File: src/rtl/hazard_ctrl.sv
// Pipeline sequencing controller for the 5-stage core: scoreboard-based RAW stalls,
// redirect flushes, data-memory freeze and post-halt drain.
module hazard_ctrl #(
    parameter bit          CHECK_WB  = 1'b0,
    parameter int unsigned CNT_W     = 16,
    parameter int unsigned DRAIN_CYC = 3
) (
    input  logic             clk_i,
    input  logic             rst_ni,
    input  logic             id_valid_i,
    input  logic             id_rd1_used_i,
    input  logic             id_rd2_used_i,
    input  logic [2:0]       id_rs1_i,
    input  logic [2:0]       id_rs2_i,
    input  logic             id_wr_en_i,
    input  logic [2:0]       id_wr_reg_i,
    input  logic             id_halt_i,
    input  logic             ex_redirect_i,
    input  logic             mem_busy_i,
    output logic             pc_en_o,
    output logic             ifid_en_o,
    output logic             ifid_flush_o,
    output logic             idex_flush_o,
    output logic             pipe_hold_o,
    output logic             halted_o,
    output logic [CNT_W-1:0] stall_cnt_o
);

    localparam int unsigned DrainW = (DRAIN_CYC > 1) ? $clog2(DRAIN_CYC + 1) : 1;

    typedef enum logic [1:0] {StRun, StDrain, StHalted} state_e;

    state_e            state_q;
    logic [DrainW-1:0] drain_q;
    logic              ex_vld_q, mem_vld_q, wb_vld_q;
    logic [2:0]        ex_reg_q, mem_reg_q, wb_reg_q;
    logic              halted_q;
    logic [CNT_W-1:0]  stall_cnt_q;

    logic match1, match2, hazard, stall_inc, go_drain;

    always_comb begin
        match1 = (ex_vld_q && ex_reg_q == id_rs1_i) || (mem_vld_q && mem_reg_q == id_rs1_i) ||
                 (CHECK_WB && wb_vld_q && wb_reg_q == id_rs1_i);
        match2 = (ex_vld_q && ex_reg_q == id_rs2_i) || (mem_vld_q && mem_reg_q == id_rs2_i) ||
                 (CHECK_WB && wb_vld_q && wb_reg_q == id_rs2_i);
        hazard = id_valid_i && ((id_rd1_used_i && match1) || (id_rd2_used_i && match2));
        stall_inc = (state_q == StRun) && (mem_busy_i || (!ex_redirect_i && hazard));
        go_drain  = (state_q == StRun) && id_valid_i && id_halt_i && !hazard && !mem_busy_i &&
                    !ex_redirect_i;
    end

    // Priority-ordered output select; reset forces the pipe to bubbles.
    always_comb begin
        pc_en_o      = 1'b1;
        ifid_en_o    = 1'b1;
        ifid_flush_o = 1'b0;
        idex_flush_o = 1'b0;
        pipe_hold_o  = 1'b0;
        if (!rst_ni || state_q == StHalted) begin
            pc_en_o      = 1'b0;
            ifid_en_o    = 1'b0;
            ifid_flush_o = 1'b1;
            idex_flush_o = 1'b1;
        end else if (mem_busy_i) begin
            pc_en_o     = 1'b0;
            ifid_en_o   = 1'b0;
            pipe_hold_o = 1'b1;
        end else if (state_q == StRun && ex_redirect_i) begin
            ifid_flush_o = 1'b1;
            idex_flush_o = 1'b1;
        end else if (state_q == StDrain) begin
            pc_en_o      = 1'b0;
            ifid_flush_o = 1'b1;
            idex_flush_o = 1'b1;
        end else if (hazard) begin
            pc_en_o      = 1'b0;
            ifid_en_o    = 1'b0;
            idex_flush_o = 1'b1;
        end
    end

    always_ff @(posedge clk_i or negedge rst_ni) begin
        if (!rst_ni) begin
            state_q     <= StRun;
            drain_q     <= '0;
            ex_vld_q    <= 1'b0;
            mem_vld_q   <= 1'b0;
            wb_vld_q    <= 1'b0;
            ex_reg_q    <= '0;
            mem_reg_q   <= '0;
            wb_reg_q    <= '0;
            halted_q    <= 1'b0;
            stall_cnt_q <= '0;
        end else begin
            if (!mem_busy_i) begin
                wb_vld_q  <= mem_vld_q;
                wb_reg_q  <= mem_reg_q;
                mem_vld_q <= ex_vld_q;
                mem_reg_q <= ex_reg_q;
                ex_vld_q  <= id_valid_i && id_wr_en_i && !idex_flush_o;
                ex_reg_q  <= id_wr_reg_i;
            end
            if (stall_inc && stall_cnt_q != {CNT_W{1'b1}}) begin
                stall_cnt_q <= stall_cnt_q + 1'b1;
            end
            case (state_q)
                StRun: begin
                    if (go_drain) begin
                        state_q <= StDrain;
                        drain_q <= DrainW'(DRAIN_CYC);
                    end
                end
                StDrain: begin
                    if (!mem_busy_i) begin
                        if (drain_q <= DrainW'(1)) begin
                            state_q  <= StHalted;
                            halted_q <= 1'b1;
                        end else begin
                            drain_q <= drain_q - 1'b1;
                        end
                    end
                end
                default: begin
                    state_q  <= StHalted;
                    halted_q <= 1'b1;
                end
            endcase
        end
    end

    assign halted_o    = halted_q;
    assign stall_cnt_o = stall_cnt_q;

endmodule

File: config.mk
export PLATFORM = sky130hd
export DESIGN_NAME = hazard_ctrl
export DESIGN_NICKNAME = d
export VERILOG_FILES = /design/src/rtl/hazard_ctrl.sv
export SDC_FILE = /design/constraint.sdc
export NUM_CORES = 1
export LEC_CHECK = 0
export BUFFER_PORTS_ARGS = -buffer_cell sky130_fd_sc_hd__buf_2
export CORE_MARGIN = 1
export CORE_UTILIZATION = 37
export CTS_CLUSTER_SIZE = 16
export DETAILED_ROUTE_END_ITERATION = 7
export PLACE_DENSITY = 0.56
export SLEW_MARGIN = 20
export SYNTH_ARGS = -nofsm -noshare
export SYNTH_HDL_FRONTEND = slang
export SYNTH_SLANG_ARGS = --single-unit
File: constraint.sdc
create_clock -name clk_i -period 2.25 [get_ports clk_i]
set_clock_uncertainty 0.15 [all_clocks]
set_input_delay 0 -clock clk_i [delete_from_list [all_inputs] [get_ports clk_i]]
set_output_delay 0 -clock clk_i [all_outputs]
set_load 0.05 [all_outputs]
# After elaboration in Yosys (flattened, before gate mapping)
# Cells that the tools add are included.
[word_totals]
reg_bits = 29
inputBits = 18
output_inout_bits = 22
wordCells = 87
[op_classes]
add_sub_neg = 2
n_lt_le_gt_ge = 1
eq_ne = 11
mux = 31
n_bitwise = 1
reduce_logical = 33
[op_table]
columns = ["cell", "count"]
rows = [
  ["1-bit 2-to-1 mux", 22],
  ["1-bit logical AND", 18],
  ["16-bit by 1-bit adder with 16-bit output (second input constant)", 1],
  ["16-bit != test (second input constant)", 1],
  ["3-bit equality test", 4],
  ["2-bit 2-to-1 mux", 6],
  ["2-bit case mux with 2 select lines", 2],
  ["2-bit != test (second input constant)", 3],
  ["3-bit AND reduction", 2],
  ["1-bit logical NOT", 5],
  ["1-bit logical OR", 5],
  ["4-bit AND reduction", 1],
  ["2-bit by 1-bit equality test with 1-bit output (second input constant)", 1],
  ["2-bit equality test (second input constant)", 1],
  ["2-bit by 1-bit less-or-equal comparator with 1-bit output (second input constant)", 1],
  ["2-bit logical NOT", 1],
  ["2-bit by 1-bit != test with 1-bit output (second input constant)", 1],
  ["1-bit case mux with 2 select lines", 1],
  ["2-bit nonzero test", 1],
  ["2-bit by 1-bit subtractor with 2-bit output (second input constant)", 1],
  ["1-bit inverter", 1],
]

# Longest topological paths before layout
[logic_depth]
depth_word = 13
mapped_depth = 7
ltp_nobuf = 7

# Worst setup path after synthesis
# OpenSTA, ideal clock, no wires.
[synth_timing]
path_type = "register -> output"
startpoint = "reg state_q[0]"
endpoint = "out idex_flush_o"
t_arrival_ns = 3.241
required_time_ns = 2.100
slack_ns = -1.141
stages_incl_launch_ff = 5
cell_sequence = "dfrtp_1 clkbuf_1 nor2_1 o311ai_0 o21bai_1"
[synth_via]
elab_chain_cells = 5
elab_cells_between_ends = 9
classes_between = "2 x eq/ne; 4 x mux; 3 x reduce/logical"
[synth_lines]
columns = ["element", "line", "text"]
rows = [
  ["start, declared", "33", "state_e state_q;"],
  ["start signal, assigned", "85", "state_q <= StRun;"],
  ["start signal, assigned", "110", "state_q <= StDrain;"],
  ["start signal, assigned", "117", "state_q <= StHalted;"],
  ["2-bit by 1-bit equality test with 1-bit output / 2-bit logical NOT (equally long branches)", "72, 69", ""],
  ["1-bit 2-to-1 mux / 1-bit logical AND (equally long branches)", "72, 69", ""],
  ["1-bit 2-to-1 mux", "69", "end else if (state_q == StRun && ex_redirect_i) begin"],
  ["1-bit 2-to-1 mux", "65", "end else if (mem_busy_i) begin"],
  ["1-bit 2-to-1 mux *", "60", "if (!rst_ni || state_q == StHalted) begin"],
  ["end, declared", "23", "output logic idex_flush_o,"],
]
# Mark *: on every way between the ends. The rest lies on a longest branch, timed or not.

# Worst setup path in the final report
[layout_timing]
startpoint = "reg ex_reg_q[0]"
endpoint = "out ifid_en_o"
[layout_via]
elab_chain_cells = 11
elab_cells_between_ends = 15
classes_between = "2 x eq/ne; 5 x mux; 8 x reduce/logical"
[layout_lines]
columns = ["element", "line", "text"]
rows = [
  ["start, declared", "36", "logic [2:0] ex_reg_q, mem_reg_q, wb_reg_q;"],
  ["start signal, assigned", "102", "ex_reg_q <= id_wr_reg_i;"],
  ["3-bit equality test, on equally long branches", "43, 45", ""],
  ["1-bit logical AND, on equally long branches", "43, 45", ""],
  ["1-bit logical OR, on equally long branches", "43, 45", ""],
  ["1-bit logical AND", "47", "hazard = id_valid_i && ((id_rd1_used_i && match1) || (id_rd2_used_i && match2));"],
  ["1-bit logical OR *", "47", ""],
  ["1-bit logical AND *", "47", ""],
  ["1-bit 2-to-1 mux *", "76", "end else if (hazard) begin"],
  ["1-bit 2-to-1 mux *", "72", "end else if (state_q == StDrain) begin"],
  ["1-bit 2-to-1 mux *", "69", ""],
  ["1-bit 2-to-1 mux *", "65", ""],
  ["1-bit 2-to-1 mux *", "60", ""],
  ["end, declared", "21", "output logic ifid_en_o,"],
]
# Marked as above.

==> impl_metrics.yaml <==
run_status:
  outcome: "completed"
global_routing:
  antenna_found_initial: 0
  grt_remaining_overflow: 0
  grt_pass1_vias: 1277
  grt_pass1_wl_um: 5651
  grt_usage_pct: 16.83
  grt_max_degree: 29
sta:
  min_period_over_period_pct: 93.63
  worst_slack_ps: 143.4
  fin_tns_setup_ps: 0
  final_max_slew_viol_count: 0
  worst_hold_slack_ps: 8.976
  post-route-min-period_ps: 2107
  finalSetupViolations: 0
  slew_headroom_pct: 70.38
  grt_setup_unrepaired: "no"
  hold_viol: 0
  worst_slew_pin_slew_ps: 440.5
  max_freq_mhz: 474.7
synth:
  syn_area_mm2: 0.001583
  synth_cell_types: 42
  yosysTopAreaCell: "dfrtp_1"
  yosys_warnings: 0
  syn_inst: 151
  ys.flop_type: "dfrtp_1"
  ys_async_sr_fraction_pct: 100.0
  syn_nets: 171
  synth_area_leaders: "dfrtp_1 (46%), xor2_1 (7.7%), xnor2_1 (7.2%)"
  synth_edf_count: 0
  synthDominantCellAreaShare_pct: 45.85
  yosysSeqAreaShare_pct: 45.85
  syn_area_per_cell_um2: 10.48
  ys_seq_elements: 29
route:
  first_pass_iters: 4
  drt_iter0_markers: 35
  routedWlPerCell_um: 13.14
  num_vias: 1305
  viasPerCell: 5.118
  drt-total-wl_um: 3350
  antenna_left: 0
  drc: 0
finish:
  layout.area.seq_um2: 725.7
  num-fill-cells: 393
  multi_input_area_um2: 837.1
  final_nets: 224
  drive_above_1_share_pct: 33.17
  final_common_cell: "buf_2"
  final_cell_mix: "buf_2 (38), dfrtp_1 (29), nand2_1 (15)"
  diodes: 0
  final_util_pct: 50.69
  synthToLayoutAreaGrowth_pct: 29.96
die:
  start_util_pct: 39.01
  die_h_um: 67.41
  rows: 23
  core-area_mm2: 0.004058
  die_w_um: 67.41
  dieArea_mm2: 0.004543
  pin_count: 40
clocking:
  cts_inserted_buffers: 5
  htree_levels: 2
  clk_pin_slew_ps: 60
  cts.sinks: 29
  clk_path_buf_depth: 2
  clk_latency_ps: 280
  cts_tree: "done"
  cts_root_buf: "clkbuf_8"
power:
  leakagePower_nw: 0.9308
  p_per_area_mw_per_mm2: 634.1
  irDropWorstVdd_v: 0.0003407
worst_setup_path:
  cp.required_ps: 2100
  worstSetupPathType: "reg -> out"
  path_delay_family: "compound AO/OA/AOI/OAI gates"
  startpoint_type: "flip-flop"
  arrival_ps: 1960
  end_kind: "output port"
  cp_slowest_cell: "dfrtp_1"
  critPathMaxStageDelay_ps: 420
  cp_max_fo: 5
  cp.buffers_inverters: 2
  cp_cell_sequence: "xnor2_1 > nand4_1 > a21boi_2 > o21ai_2 > inv_1 > a221oi_2 > buf_4"
place:
  dpl_worst_slack_ps: 266.2
  port_buffers: 39
  hpwl_um: 2489
  gp_congestion: 0.7919
min_path:
  hp-class: "in -> reg"
run:
  max_cap_violations: 0
layer usage:
layer | vias up | track usage [%] | part of all wire, %
li1 | 642 | - | -
met1 | 628 | 20.02 | 46
met2 | 26 | 28.25 | 48
met3 | 9 | 4.223 | 3.7
met4 | 0 | 7.979 | 1.9
met5 | - | 0 | 0
logic make-up (layout without fill, tap and decap cells):
kind of cell               after synthesis  in the layout  share of synthesized area (%)
adders and majority gates                2              2                          1.581
buffers and inverters                    8             62                          2.371
AOI/OAI and AO/OA                       20             20                          10.04
and+or+nand+nor                         57             57                          19.29
DFF                                     29             29                          45.85
muxes                                    8              8                          5.929
xor gates and xnor gates                27             27                          14.94
area by class of cell:
cell class	count	share of cell area (%)
sequential	29	35.28
timing repair buffer	50	14.60
tap	50	3.041
clock inverter	1	1.460
clock buffer	7	4.197
multi-input combinational	114	40.69
inverter	4	0.7299
flip-flops by register name (all words and copies together) (netlist names):
register     cells
halted_o         1
mem_reg_q        3
stall_cnt_o     16
mem_vld_q        1
ex_vld_q         1
ex_reg_q         3
drain_q          2
state_q          2
Yosys cell counts (2+ instances only):
cell type / number
clkbuf_1: 2
and3_1: 2
nor4_1: 3
nand2b_1: 2
o21ai_0: 4
ha_1: 2
inv_1: 4
nor3_1: 3
nand4_1: 6
and4_1: 2
a21boi_0: 2
nor2_1: 10
a21oi_1: 3
xor2_1: 14
nand2_1: 15
dfrtp_1: 29
xnor2_1: 13
nand3_1: 5
mux2_2: 7
path summary, 6_finish.rpt:
kind	startpoint	end	slack, ps	cells past startpoint
max	ex_reg_q[0]$_DFFE_PN0N_	ifid_en_o	140	7
min	mem_busy_i	ex_vld_q$_DFFE_PN0N_	9	3
max reg2reg	ex_reg_q[0]$_DFFE_PN0N_	stall_cnt_o[12]$_DFFE_PN0P_	240	7
min reg2reg	halted_o$_DFFE_PN0P_	halted_o$_DFFE_PN0P_	310	1
max in group asynchronous	rst_ni	ex_vld_q$_DFFE_PN0N_	1370	3
min in group asynchronous	rst_ni	mem_vld_q$_DFFE_PN0N_	180	3
stage by stage:
stage / std cells / total power [mW] / area, µm²
after floorplan: 151 / 0.6960 / 1597
after global placement: 239 / 0.7520 / 1854
after detailed placement: 239 / 0.7555 / 1854
after CTS: 255 / 1.323 / 2051
after global routing: 255 / 1.361 / 2057
final: 255 / 1.304 / 2057
worst reg2reg max path: stages, from the launching register on:
cell      delay, ps
dfrtp_1         420
xnor2_1         160
nand4_1         190
a21oi_2         220
a311oi_4         60
buf_4           200
nor4_1          330
xor2_1          180
what timing repair did:
| action | CTS | global route |
|---|---|---|
| resized for setup | 0 | 5 |
| setup endpoints to repair | 0 | 3 |
| endpoints found under the hold margin | 33 | 0 |
| setup buffers | 0 | 0 |
| hold buffers | 8 | 0 |
where the power goes:
part / internal (mW) / leakage (nW) / switching [mW]
combinational: 0.0760 / 0.527 / 0.101
sequential: 0.547 / 0.346 / 0.0294
clock: 0.360 / 0.0585 / 0.190
(Power assumes the default switching activity.)
